===== src/rtl/tick_sched_pkg.sv =====
// Shared defaults, channel-state record and width helper for the tick scheduler.
package tick_sched_pkg;

    localparam int CHANNELS_DEF = 4;
    localparam int BASE_DIV_DEF = 100;
    localparam int DIV_W_DEF    = 16;

    // Channel state is stored at a fixed wide width; channels zero-extend their
    // DIV_W-bit values into it, so the unused upper bits are constant.
    localparam int MAX_DIV_W = 32;

    typedef struct packed {
        logic                 en;
        logic [MAX_DIV_W-1:0] div;
        logic [MAX_DIV_W-1:0] cnt;
        logic                 pending;
        logic [MAX_DIV_W-1:0] sh_div;
        logic                 sh_en;
    } chan_state_t;

    function automatic int calc_cw(input int n);
        return (n <= 1) ? 1 : $clog2(n);
    endfunction

endpackage


===== src/rtl/tick_channel.sv =====
// One tick channel: divides the shared base strobe and applies shadowed
// reconfiguration only at a period boundary so running outputs never glitch.
module tick_channel
    import tick_sched_pkg::*;
#(
    parameter int DIV_W = DIV_W_DEF
) (
    input  logic             clk,
    input  logic             rst,
    input  logic             s,
    input  logic             accept,
    input  logic [DIV_W-1:0] cfg_div,
    input  logic             cfg_en,
    output logic             tick,
    output logic             wave,
    output logic             pending
);

    chan_state_t st_reg, st_next;
    logic        tick_reg, tick_next;
    logic        wave_reg, wave_next;
    logic        active;
    logic        wrap;
    logic        sh_active;

    assign active    = st_reg.en && (st_reg.div != '0);
    assign sh_active = st_reg.sh_en && (st_reg.sh_div != '0);
    assign wrap      = s && active && (st_reg.cnt == st_reg.div - 1);

    always_comb begin
        st_next   = st_reg;
        tick_next = 1'b0;
        wave_next = wave_reg;

        if (s && active) begin
            if (wrap) begin
                st_next.cnt = '0;
                tick_next   = 1'b1;
                if (st_reg.pending) begin
                    st_next.en      = st_reg.sh_en;
                    st_next.div     = st_reg.sh_div;
                    st_next.pending = 1'b0;
                    // A channel being switched off parks its wave low.
                    wave_next       = sh_active ? ~wave_reg : 1'b0;
                end else begin
                    wave_next = ~wave_reg;
                end
            end else begin
                st_next.cnt = MAX_DIV_W'(DIV_W'(st_reg.cnt + 1));
            end
        end

        // The port never offers a request to a pending channel, so an accept
        // here cannot collide with a shadow apply.
        if (accept) begin
            if (active) begin
                st_next.sh_div  = MAX_DIV_W'(cfg_div);
                st_next.sh_en   = cfg_en;
                st_next.pending = 1'b1;
            end else begin
                st_next.en  = cfg_en;
                st_next.div = MAX_DIV_W'(cfg_div);
                st_next.cnt = '0;
                wave_next   = 1'b0;
            end
        end
    end

    always_ff @(posedge clk) begin
        if (rst) begin
            st_reg   <= '0;
            tick_reg <= 1'b0;
            wave_reg <= 1'b0;
        end else begin
            st_reg   <= st_next;
            tick_reg <= tick_next;
            wave_reg <= wave_next;
        end
    end

    assign tick    = tick_reg;
    assign wave    = wave_reg;
    assign pending = st_reg.pending;

endmodule


===== src/rtl/tick_scheduler.sv =====
// Shared base prescaler feeding a bank of independently programmable tick
// channels behind a single valid/ready configuration port.
module tick_scheduler
    import tick_sched_pkg::*;
#(
    parameter  int CHANNELS = CHANNELS_DEF,
    parameter  int BASE_DIV = BASE_DIV_DEF,
    parameter  int DIV_W    = DIV_W_DEF,
    localparam int CW       = calc_cw(CHANNELS)
) (
    input  logic                clk,
    input  logic                rst,
    input  logic                cfg_valid,
    output logic                cfg_ready,
    input  logic [CW-1:0]       cfg_chan,
    input  logic [DIV_W-1:0]    cfg_div,
    input  logic                cfg_en,
    output logic                base_tick,
    output logic [CHANNELS-1:0] tick,
    output logic [CHANNELS-1:0] wave
);

    localparam int BCW = $clog2(BASE_DIV);

    logic [BCW-1:0]      bcnt_reg;
    logic                base_tick_reg;
    logic                s;
    logic [CHANNELS-1:0] hit;
    logic [CHANNELS-1:0] accept;
    logic [CHANNELS-1:0] pending;

    assign s = (bcnt_reg == BCW'(BASE_DIV - 1));

    always_ff @(posedge clk) begin
        if (rst) begin
            bcnt_reg      <= '0;
            base_tick_reg <= 1'b0;
        end else begin
            bcnt_reg      <= s ? '0 : bcnt_reg + BCW'(1);
            base_tick_reg <= s;
        end
    end

    assign base_tick = base_tick_reg;

    // Out-of-range indices hit no channel, so they are always ready and vanish.
    assign cfg_ready = !rst && !(|(hit & pending));

    generate
        for (genvar gi = 0; gi < CHANNELS; gi++) begin : g_chan
            assign hit[gi]    = (cfg_chan == CW'(gi));
            assign accept[gi] = cfg_valid && cfg_ready && hit[gi];

            tick_channel #(
                .DIV_W (DIV_W)
            ) u_chan (
                .clk     (clk),
                .rst     (rst),
                .s       (s),
                .accept  (accept[gi]),
                .cfg_div (cfg_div),
                .cfg_en  (cfg_en),
                .tick    (tick[gi]),
                .wave    (wave[gi]),
                .pending (pending[gi])
            );
        end
    endgenerate

endmodule


===== config.mk =====
export PLATFORM = sky130hd
export DESIGN_NAME = tick_scheduler
export DESIGN_NICKNAME = d
export VERILOG_FILES = /design/src/rtl/tick_sched_pkg.sv /design/src/rtl/tick_channel.sv /design/src/rtl/tick_scheduler.sv
export SDC_FILE = /design/constraint.sdc
export NUM_CORES = 1
export LEC_CHECK = 0
export CAP_MARGIN = 30
export CORE_AREA = 2 2 182 166
export CTS_BUF_LIST = sky130_fd_sc_hd__clkbuf_4
export CTS_CLUSTER_SIZE = 14
export DETAILED_ROUTE_END_ITERATION = 8
export DIE_AREA = 0 0 184 168
export PLACE_DENSITY = 0.77
export REMOVE_ABC_BUFFERS = 1
export SYNTH_ARGS = -nofsm -noshare
export SYNTH_HDL_FRONTEND = slang
export SYNTH_SLANG_ARGS = --single-unit

===== constraint.sdc =====
create_clock -name clk -period 4.94 [get_ports clk]
set_input_delay 0.988 -clock clk [delete_from_list [all_inputs] [get_ports clk]]
set_output_delay 0.988 -clock clk [all_outputs]
set_load 0.02 [all_outputs]

Word-level counts from Yosys, hierarchy flattened --
Index checks and enable logic that the tools add are counted.
Storage, ports and cells: output and inout port bits 10, bits in registers 348
Operators by class: equality and inequality tests 8, muxes and demuxes 60, $add $sub $neg 9, reduce and logical (&&, ||, !) cells 43, bitwise operators 9
Operator list (number):
- 99-bit 2-to-1 mux | 4
- 33-bit 2-to-1 mux | 8
- 66-bit 2-to-1 mux | 4
- 65-bit 2-to-1 mux | 4
- 32-bit nonzero test | 8
- 34-bit 2-to-1 mux | 4
- 32-bit == test | 4
- 32-bit by 1-bit subtractor with 32-bit output (second input constant) | 4
- 16-bit by 1-bit adder with 16-bit output (second input constant) | 4
- 16-bit 2-to-1 mux | 4
- 1-bit 2-to-1 mux | 32
- 1-bit logical AND | 22
- 2-bit OR reduction | 5
- 1-bit inverter | 8
- 2-bit AND reduction | 4
- 7-bit by 1-bit adder with 7-bit output (second input constant) | 1
- 7-bit == test (second input constant) | 1
- 4-bit AND | 1
- 2-bit == test (second input constant) | 2
- 4-bit OR reduction | 1
- 2-bit by 1-bit == test with 1-bit output (second input constant) | 1
- 1-bit zero test | 2
- 2-bit zero test | 1

Longest topological paths before layout --
depth after elaboration 8, mapped depth 15

By module --
From an unflattened synthesis, not the netlist that was laid out.
Unflattened totals: cells, all modules 2049, area, all modules 18026.0 µm²
By module, submodules not included:
- tick_channel at g_chan[2].u_chan ... | area each 4530.6 µm², seq. area each 1701.6 µm², cells each 518, times used 2
- tick_channel at g_chan[0].u_chan ... | area each 4290.4 µm², seq. area each 1701.6 µm², cells each 486, times used 2
- tick_scheduler | area each 384.1 µm², seq. area each 160.2 µm², cells each 41, times used 1

Least setup slack after synthesis --
OpenSTA, ideal clock, no wires.
kind register -> register, from reg g_chan[1].u_chan.st_reg[66] (netlist bit), to reg g_chan[1].u_chan.st_reg[68] (netlist bit), cell stages (with the launch flop) 14, setup slack 1367 ps, path buffers 2, required time 4854 ps, data arrival time 3488 ps, cell sequence dfxtp_1 -> clkbuf_1 -> inv_1 -> ha_1 -> nor3b_2 -> nand2_1 -> or4b_1 -> a2111o_1 -> nand4bb_1 -> nor4_2 -> nand3_2 -> buf_2 -> mux2i_1 -> a211oi_1
Between the ends: cells in the longest elaborated chain, start to end 8, elaborated cells on any way between the ends 10, those cells by class add/sub: 1; eq/ne: 1; mux: 4; reduce/logical: 4
RTL lines:
- from (decl) | RTL line tick_channel.sv:19 | chan_state_t st_reg, st_next;
- from (signal assigned) | RTL line tick_channel.sv:75 | st_reg <= st_next;
- branches (longest 7 deep; another with 32-bit by 1-bit subtractor with 32-bit output)
- 99-bit 2-to-1 mux (*) | RTL line tick_channel.sv:55 | if (accept) begin
Mark *: on every way between the ends. A chain may end at the register's enable or synchronous reset.

Final worst setup path --
from reg g_chan[1].u_chan.st_reg[74] (netlist bit), to reg g_chan[1].u_chan.st_reg[49] (netlist bit)
Between the ends: cells in the longest elaborated chain, start to end 8, elaborated cells on any way between the ends 10, those cells by class add/sub: 1; eq/ne: 1; mux: 4; reduce/logical: 4
RTL lines (RTL line):
- branches (longest 7 deep; another with 32-bit by 1-bit subtractor with 32-bit output)
- 99-bit 2-to-1 mux (*) | tick_channel.sv:55
Marks and branches as above.

==> impl_metrics.tcl <==
set metrics [dict create \
    status "finished, final reports clean" \
    powerDensity_mw_per_mm2 313 \
    gp_congestion 0.960 \
    p_leak_uw 0.00760 \
    wl_um 43500 \
    drc 0 \
    clk_latency_ns 0.77 \
    synthAdderAreaFrac_pct 0.919 \
    num_vias 14900 \
    start_util_pct 60.5 \
    cts.htree.levels 3 \
    synth_top_family_by_area "simple AND/OR/NAND/NOR gates" \
    dieArea_sq_mm 0.0309 \
    drv_slew 0 \
    wire_per_inst_um 17.7 \
    arrival_ns 4.71 \
    maxCapViolCount 0 \
    port_buffers 31 \
    viasPerCell 6.07 \
    final_util_pct 65.4 \
    synth_cells 2014 \
    synth-compound-area-share_pct 10.2 \
    cts_buffers 87 \
    firstDrtPassIters 5 \
    synth_top_area_share_pct 39.4 \
    cts_resized 0 \
    hold_start "bcnt_reg[0]" \
    worstSetupStartpoint "g_chan[1].u_chan.st_reg[74]" \
    cts-root-buf "clkbuf_4" \
    grt_pass1_wl_um 70800 \
    syn_avg_cell_area_sq_um 8.79 \
    min_period_ns 4.10 \
    grt_use_total_pct 27.9 \
    dp_hpwl_um 30600 \
    peakVddDrop_mv 0.181 \
    rows 60 \
    rsz0062_at_grt "false" \
    synth_cell_types 86 \
    finClkSkew_ns 0.0619 \
    max-clock-path-buffers 3 \
    min_path_type "reg2reg" \
    worstPathRequired_ns 5.55 \
    hold-worst-slack_ns 0.458 \
    grt_max_degree 74 \
    mostFrequentLayoutCells "dfxtp_1 (348), nor2_1 (286), mux2i_1 (142)" \
    synth_area_leaders "dfxtp_1 (39%), mux2i_1 (8.0%), nor2_1 (6.1%)" \
    relSlewSlack_pct 34.8 \
    ys_seq_area_share_pct 39.4 \
    synthMuxAreaShare_pct 8.03 \
    cp-end-kind "register" \
    syn2layout_area_growth_pct 8.13 \
    start_kind "register" \
    hold_violations 0 \
    cts_sinks 348 \
    tightest_slew_ns 0.969 \
    drive_gt1_share_pct 9.78 \
    path_clk_slew_ns 0.07 \
    tritoncts "done" \
    synth-seq-cells 348 \
    ys.flop_type "dfxtp_1" \
    final-setup-viol-count 0 \
    grt_overflow 0 \
    synth_edf_count 0 \
    core_area_sq_mm 0.0293 \
    synth_xor_area_share_pct 10.8 \
    netlist_area_sq_mm 0.0177 \
    ant_nets 0 \
    final_common_cell "dfxtp_1" \
    nNetsFinal 2056 \
    largest_register_ffs 328 \
    worstSetupPathType "reg2reg" \
    drt-initial-drc-count 1048 \
    fin_crit_sh_pct 83.0 \
    yosysWarnings 0 \
    synthSimpleGateAreaFrac_pct 26.6 \
    reg2reg_from "g_chan[1].u_chan.st_reg[74]" \
    synth_area_leader_cell "dfxtp_1" \
    fp.dieH_um 168 \
    async_flop_share_pct 0 \
    cts_hold_buf 0 \
    cts_setup_buffers 0 \
    antenna_found_initial 1 \
    grt_pass1_vias 14100 \
    io_pins 32 \
    max_freq_mhz 244 \
    die_w_um 184 \
    cp_max_fo 14 \
]
==> worst paths after layout <==
path                                      end  slack (ns)  cells after the start
hold / removal                    bcnt_reg[0]        0.46                      1
setup / recovery  g_chan[1].u_chan.st_reg[49]        0.84                      9
setup reg to reg  g_chan[1].u_chan.st_reg[49]        0.84                      9
hold reg to reg                   bcnt_reg[0]        0.46                      1
==> area by class of cell <==
cell class | instances | area [sq um]
antenna | 1 | 2.50
clock buffer | 132 | 991
clock inverter | 21 | 114
fill | 2498 | 10100
inverter | 29 | 109
multi-input combinational | 1504 | 10000
sequential | 348 | 6970
tap | 372 | 465
timing repair buffer | 51 | 458
==> report_power, final <==
part	switching [uW]	total, uW	internal, uW
Combinational	422	695	273
Clock	1160	2430	1270
Sequential	43.5	2870	2830
Total	1630	5990	4370
==> per-layer routing <==
metal / vias up / GRT usage (%) / share of wire (%)
li1: 7214 / - / -
met4: 0 / 10.2 / 2.3
met1: 7103 / 39.1 / 47
met3: 89 / 5.67 / 6.7
met2: 520 / 42.4 / 44
met5: - / 0 / 0
==> per-stage QoR <==
step	TNS [ns]	setup slack, ns	instance area [sq um]	total power (uW)	instances
2_1_floorplan	-39.60	-0.906	17100	3400	1881
3_3_place_gp	0	0.966	18000	3600	2303
3_5_place_dp	0	0.911	18000	3610	2304
4_1_cts	0	0.896	19100	6030	2457
5_1_grt	0	0.448	19100	6250	2458
6_report	0	0.839	19100	5990	2458
==> critical path: stages (launching register included) <==
cell and delay (ns):
dfxtp_1 0.39, nor3_1 0.79, nand4_2 0.41, or4b_1 0.62, a41oi_1 0.22, a41oi_1 0.08
a2111oi_1 0.56, nand2_1 0.32, nand2_1 0.48, nor2_1 0.10
==> Yosys cell counts (24+ instances only) <==
cell type,n
nand3_1,45
inv_1,29
nor2_1,287
and2_1,113
and3_1,34
or4_1,26
nor3_1,56
o21ai_0,26
nand2_1,90
nand4_1,46
xnor2_1,116
clkbuf_1,83
dfxtp_1,348
nor4_1,66
xor2_1,103
a211oi_1,75
a21oi_1,33
or3_1,24
mux2i_1,142
==> kinds of logic (layout without fill, tap and decap cells) <==
family | after synthesis | after routing
fa+ha+maj | 13 | 13
mux | 142 | 142
xor+xnor | 219 | 219
simple gates | 885 | 885
compound gates | 245 | 245
other cells | 0 | 1
flops | 348 | 348
buf+inv | 162 | 233
(Power assumes the default switching activity.)
